File: src/rtl/mem_tx_arbiter_if.sv
// Command/memory/serializer signal bundle shared by the two-channel arbiter.
// The slave modport is the arbiter; the master modport is the surrounding requesters and datapath.
interface mem_tx_arbiter_if #(
    parameter int unsigned ADDR_W = 4,
    parameter int unsigned DATA_W = 8
);
    logic [1:0]        REQ;
    logic [1:0]        RW;
    logic [ADDR_W-1:0] ADDR_A;
    logic [ADDR_W-1:0] ADDR_B;
    logic [DATA_W-1:0] WDATA_A;
    logic [DATA_W-1:0] WDATA_B;
    logic [1:0]        GNT;
    logic [1:0]        DONE;
    logic              ERR;
    logic              ACCESS_MEM;
    logic              RW_MEM;
    logic [ADDR_W-1:0] MEM_ADDR;
    logic [DATA_W-1:0] MEM_WDATA;
    logic              PARALLEL_LOAD;
    logic              Tx_DATA;
    logic              Tx_DONE;
    logic              BUSY;

    modport master (
        output REQ, RW, ADDR_A, ADDR_B, WDATA_A, WDATA_B, Tx_DONE,
        input  GNT, DONE, ERR, ACCESS_MEM, RW_MEM, MEM_ADDR, MEM_WDATA,
               PARALLEL_LOAD, Tx_DATA, BUSY
    );

    modport slave (
        input  REQ, RW, ADDR_A, ADDR_B, WDATA_A, WDATA_B, Tx_DONE,
        output GNT, DONE, ERR, ACCESS_MEM, RW_MEM, MEM_ADDR, MEM_WDATA,
               PARALLEL_LOAD, Tx_DATA, BUSY
    );
endinterface

File: src/rtl/mem_tx_arbiter.sv
// Round-robin arbiter/sequencer sharing one memory port and one serial transmitter
// between two command channels; reads chain memory access, serializer load and Tx wait.
module mem_tx_arbiter #(
    parameter int unsigned ADDR_W     = 4,
    parameter int unsigned DATA_W     = 8,
    parameter int unsigned TX_TIMEOUT = 200
) (
    input  logic            CLK,
    input  logic            RESET,
    mem_tx_arbiter_if.slave bus
);
    localparam int unsigned       CNT_W    = 8;
    localparam logic [CNT_W-1:0]  CNT_LAST = CNT_W'(TX_TIMEOUT - 1);

    typedef enum logic [2:0] {
        IDLE,
        GRANT,
        MEM,
        LOAD,
        WAIT_TX,
        FIN
    } state_t;

    state_t            state;
    logic              last;
    logic              lat_rw;
    logic [CNT_W-1:0]  cnt;

    logic              win_b_c;
    logic              rw_sel_c;
    logic [ADDR_W-1:0] addr_sel_c;
    logic [DATA_W-1:0] wdata_sel_c;

    // Winner selection: a lone request wins; a tie goes to the channel not served last.
    always_comb begin
        win_b_c     = (bus.REQ == 2'b10) || ((bus.REQ == 2'b11) && !last);
        rw_sel_c    = win_b_c ? bus.RW[1] : bus.RW[0];
        addr_sel_c  = win_b_c ? bus.ADDR_B : bus.ADDR_A;
        wdata_sel_c = win_b_c ? bus.WDATA_B : bus.WDATA_A;
    end

    // Sequencer; every output is registered together with the state it belongs to.
    always_ff @(posedge CLK or posedge RESET) begin
        if (RESET) begin
            state             <= IDLE;
            last              <= 1'b1;
            lat_rw            <= 1'b0;
            cnt               <= '0;
            bus.GNT           <= 2'b00;
            bus.DONE          <= 2'b00;
            bus.ERR           <= 1'b0;
            bus.ACCESS_MEM    <= 1'b0;
            bus.RW_MEM        <= 1'b0;
            bus.MEM_ADDR      <= '0;
            bus.MEM_WDATA     <= '0;
            bus.PARALLEL_LOAD <= 1'b0;
            bus.Tx_DATA       <= 1'b0;
            bus.BUSY          <= 1'b0;
        end else begin
            bus.DONE          <= 2'b00;
            bus.ERR           <= 1'b0;
            bus.ACCESS_MEM    <= 1'b0;
            bus.RW_MEM        <= 1'b0;
            bus.PARALLEL_LOAD <= 1'b0;
            bus.Tx_DATA       <= 1'b0;

            case (state)
                IDLE: begin
                    if (bus.REQ != 2'b00) begin
                        state         <= GRANT;
                        last          <= win_b_c;
                        lat_rw        <= rw_sel_c;
                        bus.GNT       <= win_b_c ? 2'b10 : 2'b01;
                        bus.MEM_ADDR  <= addr_sel_c;
                        bus.MEM_WDATA <= wdata_sel_c;
                        bus.BUSY      <= 1'b1;
                    end
                end

                // A read may only start once the transmitter is free.
                GRANT: begin
                    if (lat_rw || bus.Tx_DONE) begin
                        state          <= MEM;
                        bus.ACCESS_MEM <= 1'b1;
                        bus.RW_MEM     <= lat_rw;
                    end
                end

                MEM: begin
                    if (lat_rw) begin
                        state    <= FIN;
                        bus.DONE <= bus.GNT;
                    end else begin
                        state             <= LOAD;
                        bus.PARALLEL_LOAD <= 1'b1;
                        bus.Tx_DATA       <= 1'b1;
                    end
                end

                LOAD: begin
                    state <= WAIT_TX;
                    cnt   <= '0;
                end

                // Completion has priority over a timeout landing in the same cycle.
                WAIT_TX: begin
                    if (bus.Tx_DONE) begin
                        state    <= FIN;
                        bus.DONE <= bus.GNT;
                    end else if (cnt >= CNT_LAST) begin
                        state    <= FIN;
                        bus.DONE <= bus.GNT;
                        bus.ERR  <= 1'b1;
                    end else begin
                        cnt <= cnt + CNT_W'(1);
                    end
                end

                FIN: begin
                    state    <= IDLE;
                    cnt      <= '0;
                    bus.GNT  <= 2'b00;
                    bus.BUSY <= 1'b0;
                end

                default: begin
                    state    <= IDLE;
                    bus.GNT  <= 2'b00;
                    bus.BUSY <= 1'b0;
                end
            endcase
        end
    end
endmodule
File: src/flat_wrapper.sv
// flat-port wrapper written by rule: the top's interface ports become plain ports
module mem_tx_arbiter_flat 
#(
    parameter int unsigned ADDR_W     = 4,
    parameter int unsigned DATA_W     = 8,
    parameter int unsigned TX_TIMEOUT = 200
)
  (CLK, RESET, bus_REQ, bus_RW, bus_ADDR_A, bus_ADDR_B, bus_WDATA_A, bus_WDATA_B, bus_Tx_DONE, bus_GNT, bus_DONE, bus_ERR, bus_ACCESS_MEM, bus_RW_MEM, bus_MEM_ADDR, bus_MEM_WDATA, bus_PARALLEL_LOAD, bus_Tx_DATA, bus_BUSY);
  mem_tx_arbiter_if #(.ADDR_W(ADDR_W), .DATA_W(DATA_W)) bus_i ();
  input  logic CLK;
  input  logic RESET;
  input wire logic [$bits(bus_i.REQ)-1:0] bus_REQ;
  input wire logic [$bits(bus_i.RW)-1:0] bus_RW;
  input wire logic [$bits(bus_i.ADDR_A)-1:0] bus_ADDR_A;
  input wire logic [$bits(bus_i.ADDR_B)-1:0] bus_ADDR_B;
  input wire logic [$bits(bus_i.WDATA_A)-1:0] bus_WDATA_A;
  input wire logic [$bits(bus_i.WDATA_B)-1:0] bus_WDATA_B;
  input wire logic [$bits(bus_i.Tx_DONE)-1:0] bus_Tx_DONE;
  output wire logic [$bits(bus_i.GNT)-1:0] bus_GNT;
  output wire logic [$bits(bus_i.DONE)-1:0] bus_DONE;
  output wire logic [$bits(bus_i.ERR)-1:0] bus_ERR;
  output wire logic [$bits(bus_i.ACCESS_MEM)-1:0] bus_ACCESS_MEM;
  output wire logic [$bits(bus_i.RW_MEM)-1:0] bus_RW_MEM;
  output wire logic [$bits(bus_i.MEM_ADDR)-1:0] bus_MEM_ADDR;
  output wire logic [$bits(bus_i.MEM_WDATA)-1:0] bus_MEM_WDATA;
  output wire logic [$bits(bus_i.PARALLEL_LOAD)-1:0] bus_PARALLEL_LOAD;
  output wire logic [$bits(bus_i.Tx_DATA)-1:0] bus_Tx_DATA;
  output wire logic [$bits(bus_i.BUSY)-1:0] bus_BUSY;
  assign bus_i.REQ = bus_REQ;
  assign bus_i.RW = bus_RW;
  assign bus_i.ADDR_A = bus_ADDR_A;
  assign bus_i.ADDR_B = bus_ADDR_B;
  assign bus_i.WDATA_A = bus_WDATA_A;
  assign bus_i.WDATA_B = bus_WDATA_B;
  assign bus_i.Tx_DONE = bus_Tx_DONE;
  assign bus_GNT = bus_i.GNT;
  assign bus_DONE = bus_i.DONE;
  assign bus_ERR = bus_i.ERR;
  assign bus_ACCESS_MEM = bus_i.ACCESS_MEM;
  assign bus_RW_MEM = bus_i.RW_MEM;
  assign bus_MEM_ADDR = bus_i.MEM_ADDR;
  assign bus_MEM_WDATA = bus_i.MEM_WDATA;
  assign bus_PARALLEL_LOAD = bus_i.PARALLEL_LOAD;
  assign bus_Tx_DATA = bus_i.Tx_DATA;
  assign bus_BUSY = bus_i.BUSY;
  mem_tx_arbiter #(.ADDR_W(ADDR_W), .DATA_W(DATA_W), .TX_TIMEOUT(TX_TIMEOUT)) u_core (.CLK(CLK), .RESET(RESET), .bus(bus_i));
endmodule
File: config.mk
export PLATFORM = sky130hd
export DESIGN_NAME = mem_tx_arbiter_flat
export DESIGN_NICKNAME = d
export VERILOG_FILES = /design/src/rtl/mem_tx_arbiter_if.sv /design/src/rtl/mem_tx_arbiter.sv /design/src/flat_wrapper.sv
export SDC_FILE = /design/constraint.sdc
export NUM_CORES = 1
export LEC_CHECK = 0
export ABC_AREA = 0
export CAP_MARGIN = 10
export CORE_MARGIN = 2
export CORE_UTILIZATION = 45
export DETAILED_ROUTE_END_ITERATION = 7
export GPL_TIMING_DRIVEN = 0
export PLACE_DENSITY = 0.88
export SLEW_MARGIN = 40
export SYNTH_ARGS = -nofsm -noshare
export SYNTH_HDL_FRONTEND = slang
export SYNTH_SLANG_ARGS = --single-unit
File: constraint.sdc
create_clock -name CLK -period 5 [get_ports CLK]
set_clock_uncertainty 0.15 [all_clocks]
set_input_delay 0.75 -clock CLK [delete_from_list [all_inputs] [get_ports CLK]]
set_output_delay 0.75 -clock CLK [all_outputs]
set_load 0.02 [all_outputs]
==> results.py <==
metrics = {
    "sta": {
        "hold_violations": 0,
        "whs_ps": 340,
        "finalMaxSlewViolations": 0,
        "tightest_slew_ps": 668,
        "fmax_ghz": 0.444,
        "tns_ps": 0,
        "post-route-min-period_ps": 2250,
        "max-slew-margin-rel_pct": 55.4,
        "setup_viol": 0,
        "fin_crit_sh_pct": 45.1,
        "rsz0062_at_grt": "no",
    },
    "route": {
        "drt-pass1-iter-count": 6,
        "vias_per_cell": 5.38,
        "wirelength_um": 3340,
        "via_count": 1339,
        "ant_nets": 0,
        "avgRoutedWirePerCell_um": 13.4,
        "drc": 0,
        "drt_iter0_markers": 66,
    },
    "layout": {
        "multiInputGateArea_um2": 601,
        "fin_nets": 234,
        "ff_latch_area_um2": 852,
        "antennaDiodeCount": 0,
        "final_cell_area_mm2": 0.00220,
        "drive_gt1_share_pct": 9.85,
        "fillers": 268,
        "area_growth_pct": 40.9,
    },
    "power": {
        "p_sw_share_pct": 38.0,
        "power_frac_comb_pct": 47.8,
        "net-switching-power_uw": 425,
        "seqPwrFrac_pct": 38.6,
        "power_density_mw_per_mm2": 509,
        "leakagePower_uw": 0.00101,
        "peakVddDrop_mv": 0.302,
        "pwr-share-clk_pct": 13.6,
        "p_int_uw": 693,
    },
    "critical_path": {
        "crit_path_start_kind": "flip-flop",
        "required_ps": 4100,
        "rr_startpoint": "u_core.state[0]$_DFFE_PP0P_",
        "rrSetupSlack_ps": 2980,
        "rr_endpoint": "u_core.bus.MEM_ADDR[2]$_DFFE_PP0P_",
        "crit_start": "u_core.bus.PARALLEL_LOAD$_DFF_PP0_",
        "worstSetupPathType": "flip-flop to output pin",
        "crit_path_end_kind": "output pin",
        "reg2regPathDepth": 5,
        "cp_data_arrival_time_ps": 1350,
        "path_max_fanout": 2,
        "worstSetupEndpoint": "bus_Tx_DATA",
    },
    "global_routing": {
        "antenna_found_initial": 0,
        "grt_overflow": 0,
        "grt_pass1_vias": 1314,
        "grt_max_degree": 35,
        "grtUsageTotal_pct": 18.3,
        "grt_pass1_wl_um": 5710,
    },
    "run_status": {
        "status": "completed",
    },
    "die": {
        "row_count": 21,
        "die_w_um": 62.9,
        "io_pins": 53,
        "dieArea_mm2": 0.00395,
        "initial_utilization_pct": 46.8,
        "die_h_um": 62.9,
        "coreArea_mm2": 0.00334,
    },
    "place": {
        "gp_congestion": 0.870,
        "placed_area_mm2": 0.00214,
        "dpl.hpwl_um": 2500,
        "portBuffers": 52,
    },
    "clock_tree": {
        "post_cts_buffers": 0,
        "cts_made_buffers": 5,
        "cts_max_path_buffers": 2,
        "cts_resized": 0,
        "cts_tree": "yes",
        "clk_pin_slew_ps": 90,
        "postCtsHoldBufs": 0,
        "clk_latency_ps": 320,
        "cts_htree_levels": 2,
        "cts_sinks": 34,
        "clockRootBuffer": "clkbuf_4",
    },
    "logic_synthesis": {
        "async_flop_share_pct": 100,
        "synth-seq-cells": 34,
        "ys.warnings.count": 0,
        "synth_top_area_share_pct": 52.9,
        "yosysSeqAreaShare_pct": 54.6,
        "avgSynthCellArea_um2": 10.9,
        "synthMostInstantiatedCell": "dfrtp_1",
        "yosysUniqueCellTypes": 42,
        "ys_top_cells_by_count": "dfrtp_1, inv_1, nor2_1",
        "synth_area_leaders": "dfrtp_1, a222oi_1, inv_1, nor2_1, and3_1",
        "synth_edf_count": 0,
        "syn_nets": 175,
        "ys.flop_type": "dfrtp_1",
        "synth_area_leader_cell": "dfrtp_1",
        "netlist_area_mm2": 0.00156,
        "syn_inst": 143,
    },
    "hold_path": {
        "hold_path.class": "flip-flop to flip-flop",
    },
    "job": {
        "maxCapViolCount": 0,
    },
}
## power groups by stage
stage          sequential [µW]  clock (µW)  combinational [µW]
2_1_floorplan              507           0                 242
3_3_place_gp               435           0                 523
3_5_place_dp               434           0                 537
4_1_cts                    431         156                 538
5_1_grt                    443         169                 583
6_report                   432         152                 534
## cell families (layout without fill, tap and decap cells)
logic type / count (synthesis) / after routing / synth area share [%]
AO/OA/AOI/OAI: 29 / 29 / 16.4
adder cells (fa/ha/maj): 1 / 1 / 0.802
buffers and inverters: 25 / 85 / 6.90
XOR/XNOR: 5 / 5 / 2.81
multiplexers: 1 / 1 / 0.642
AND/OR/NAND/NOR: 48 / 48 / 17.8
flip-flops: 34 / 34 / 54.6
## critical path, stage by stage (launching register included)
cell,delay [ps]
dfrtp_1,350
buf_4,100
clkdlybuf4s50_1,590
## how the worst min path moves through the flow
stage                                      startpoint                          end  slack, ps  cells past startpoint
final                     u_core.bus.BUSY$_DFFE_PP0P_  u_core.bus.BUSY$_DFFE_PP0P_        340                      2
after global routing      u_core.bus.BUSY$_DFFE_PP0P_  u_core.bus.BUSY$_DFFE_PP0P_        370                      2
after CTS                 u_core.bus.BUSY$_DFFE_PP0P_  u_core.bus.BUSY$_DFFE_PP0P_        350                      2
after detailed placement  u_core.bus.BUSY$_DFFE_PP0P_  u_core.bus.BUSY$_DFFE_PP0P_        320                      2
after global placement    u_core.bus.BUSY$_DFFE_PP0P_  u_core.bus.BUSY$_DFFE_PP0P_        310                      2
after floorplan             u_core.cnt[7]$_DFFE_PP0P_    u_core.cnt[7]$_DFFE_PP0P_        350                      2
## per-layer routing
metal  share of wire (%)  up-vias  GRT usage (%)
met1                  42      630           22.7
met5                   0        -              0
met4                 1.5        0           7.50
met3                  10        5           7.75
li1                    -      643              -
met2                  46       61           27.9
## placed cells by master, fill, tap and decap left out, types with 4 or more instances in the layout
| master | netlist | routed |
|---|---|---|
| a222oi_1 | 13 | 13 |
| and3_1 | 6 | 6 |
| clkbuf_1 | 5 | 6 |
| clkbuf_4 | 0 | 5 |
| clkdlybuf4s50_1 | 0 | 52 |
| dfrtp_1 | 33 | 33 |
| inv_1 | 16 | 15 |
| nand2_1 | 7 | 7 |
| nor2_1 | 15 | 15 |
| nor3_1 | 4 | 4 |
## state kept, by name, summed over array words and instances (netlist names)
register / flops
u_core.bus.ACCESS_MEM: 1
u_core.bus.BUSY: 1
u_core.bus.DONE: 2
u_core.bus.ERR: 1
u_core.bus.GNT: 2
u_core.bus.MEM_ADDR: 4
u_core.bus.MEM_WDATA: 8
u_core.bus.PARALLEL_LOAD: 1
u_core.bus.RW_MEM: 1
u_core.cnt: 8
u_core.last: 1
u_core.lat_rw: 1
u_core.state: 3
## per-stage QoR
stage          power (µW)  setup slack, ps  cells  utilization [%]
6_report             1120             2750    249             65.9
5_1_grt              1190             2630    249             65.9
4_1_cts              1130             2730    249             65.9
3_5_place_dp          972             2400    241             64.1
3_3_place_gp          958             2460    241             64.1
2_1_floorplan         749             3050    143                -
## area by class of cell
cell class,count,area share [%]
timing repair buffer,52,23.7
tap,46,2.62
sequential,34,38.8
clock buffer,7,2.50
buffer,9,2.16
inverter,16,2.73
clock inverter,1,0.228
multi-input combinational,84,27.3
Power figures use the tool's default switching activity.
==> variant, RTL diff (same settings) <==
Change the localparam `CNT_W` from 8 to 7.
--- a/src/rtl/mem_tx_arbiter.sv
+++ b/src/rtl/mem_tx_arbiter.sv
@@ -11,3 +11,3 @@
 );
-    localparam int unsigned       CNT_W    = 8;
+    localparam int unsigned       CNT_W    = 7;
     localparam logic [CNT_W-1:0]  CNT_LAST = CNT_W'(TX_TIMEOUT - 1);
Check against the original RTL: no difference found for any inputs over 10 cycles, from zero or initial values and one cycle with RESET high; that may be too few to reach the edited logic, so the function may still have changed.
==> variant against the original RTL <==
  * Largest cell class unchanged
  * Count of clock-buffer cells in the layout did not move
  * Setup slack got worse by 28 ps
  * Power rose by 5.5%
  * Via count fell by 3.3%
  * Area after synthesis rose by 1.4%
  * Design area rose by 2.1%
  * Routed wire length fell by 0.24%
  * Non-clock buffer count did not move
  * Sequential cell count fell by 1
  * Combinational power rose by 3%
  * Critical path depth fell by 1
  * Highest routed layer unchanged
  * Synthesized cell count rose by 5.6%
==> variant: results (changes against the original RTL) <==
[route]
first_iter_violations=57  ; -14%
drt-met1-wl_um=1540  ; +9.8%
dr_wl_met3_um=116  ; -65%

[worst_setup_path]
cp_max_fo=4  ; +2
reg2reg_slack_ps=3190  ; +210 ps
critPathLaunch=u_core.bus.GNT[1]$_DFFE_PP0P_
max_stage_delay_ps=640  ; +50 ps
r2r_end=u_core.bus.MEM_WDATA[4]$_DFFE_PP0P_
arrival_ps=1380  ; +30 ps
endpoint=bus_GNT[1]

[yosys]
syn-num-nets=183  ; +4.6%
yosys.area_share.adder_pct=0.791  ; -0.011 points
synth-xor-area-share_pct=2.22  ; -0.59 points
ys_top_cells_by_count=32 x dfrtp_1, 19 x nand2_1, 16 x o21ai_0
muxShareOfSynthArea_pct=9.49  ; +8.9 points
ys_types=41  ; -2.4%
synth_compound_area_share_pct=11.4  ; -5.0 points
yosysSeqAreaShare_pct=52.3  ; -2.3 points

[global_route]
use_met2_pct=29.4  ; +1.5 points
grt_max_degree=34  ; -2.9%
grt_usage_pct=18.7  ; +0.42 points
grt_pass1_vias=1227  ; -6.6%
grt_util_met1_pct=24.3  ; +1.6 points

[power]
total_leakage_power_nw=0.968  ; -4.2%
vdd_drop_max_mv=0.287  ; -5.0%

[sta]
fmax_mhz=438  ; -1.2%

[min_path]
hold_end=u_core.bus.MEM_WDATA[0]$_DFFE_PP0P_
hp-start=u_core.bus.MEM_WDATA[0]$_DFFE_PP0P_

[placed_design]
dp_slack_ps=2410  ; +6.36 ps
place_hpwl_um=2580  ; +3.3%

[final_layout]
reg_top3=u_core.bus.MEM_WDATA (8), u_core.cnt (7), u_core.bus.MEM_ADDR (4)
fin_nets=242  ; +3.4%

[clocking]
clk_pin_slew_ps=110  ; +20 ps

[run_status]
status=completed

## variant: cell types whose count changed after synthesis, moves of 3 or more
| cell | unedited run | this run |
|---|---|---|
| o21ai_0 | 1 | 16 |
| mux2i_1 | 1 | 15 |
| a222oi_1 | 13 | 0 |
| inv_1 | 16 | 3 |
| nand2_1 | 7 | 19 |
| nor2_1 | 15 | 7 |
| and3_1 | 6 | 2 |
| o21ai_1 | 1 | 4 |
| o31ai_1 | 0 | 3 |
## variant: final cells by class
type | count | area, um2
plain buffers | 9 | 58.8
clock buffers | 7 | 55.1
clock inverters | 1 | 30.0
fillers | 282 | 1120
inverters | 3 | 11.3
multi-input cells | 106 | 684
flip-flops and latches | 33 | 827
well taps | 46 | 57.6
repair buffers | 52 | 520
## variant: through the flow
step	hold WS [ps]	utilization [%]	cell area, um2	std cells	total power [mW]
floorplan	356	-	1580	151	0.749
detailed placement	319	64.2	2160	249	0.981
CTS	343	66.7	2240	257	1.19
global route	374	66.7	2240	257	1.26
global placement	312	64.2	2160	249	0.966
finish	339	66.7	2240	257	1.18
## variant: cells by family (layout without fill, tap and decap cells)
group	count (synthesis)	count (layout)
multiplexers	15	15
adder cells (fa/ha/maj)	1	1
AND/OR/NAND/NOR	55	55
flip-flops	33	33
XOR/XNOR	4	4
AO/OA/AOI/OAI	31	31
buffers and inverters	12	72
## variant: power by group
group / leakage (nW) / internal [mW] / switching [mW]
clock network: 0.0455 / 0.119 / 0.0873
registers: 0.423 / 0.365 / 0.0597
logic: 0.499 / 0.251 / 0.297
total: 0.968 / 0.735 / 0.444
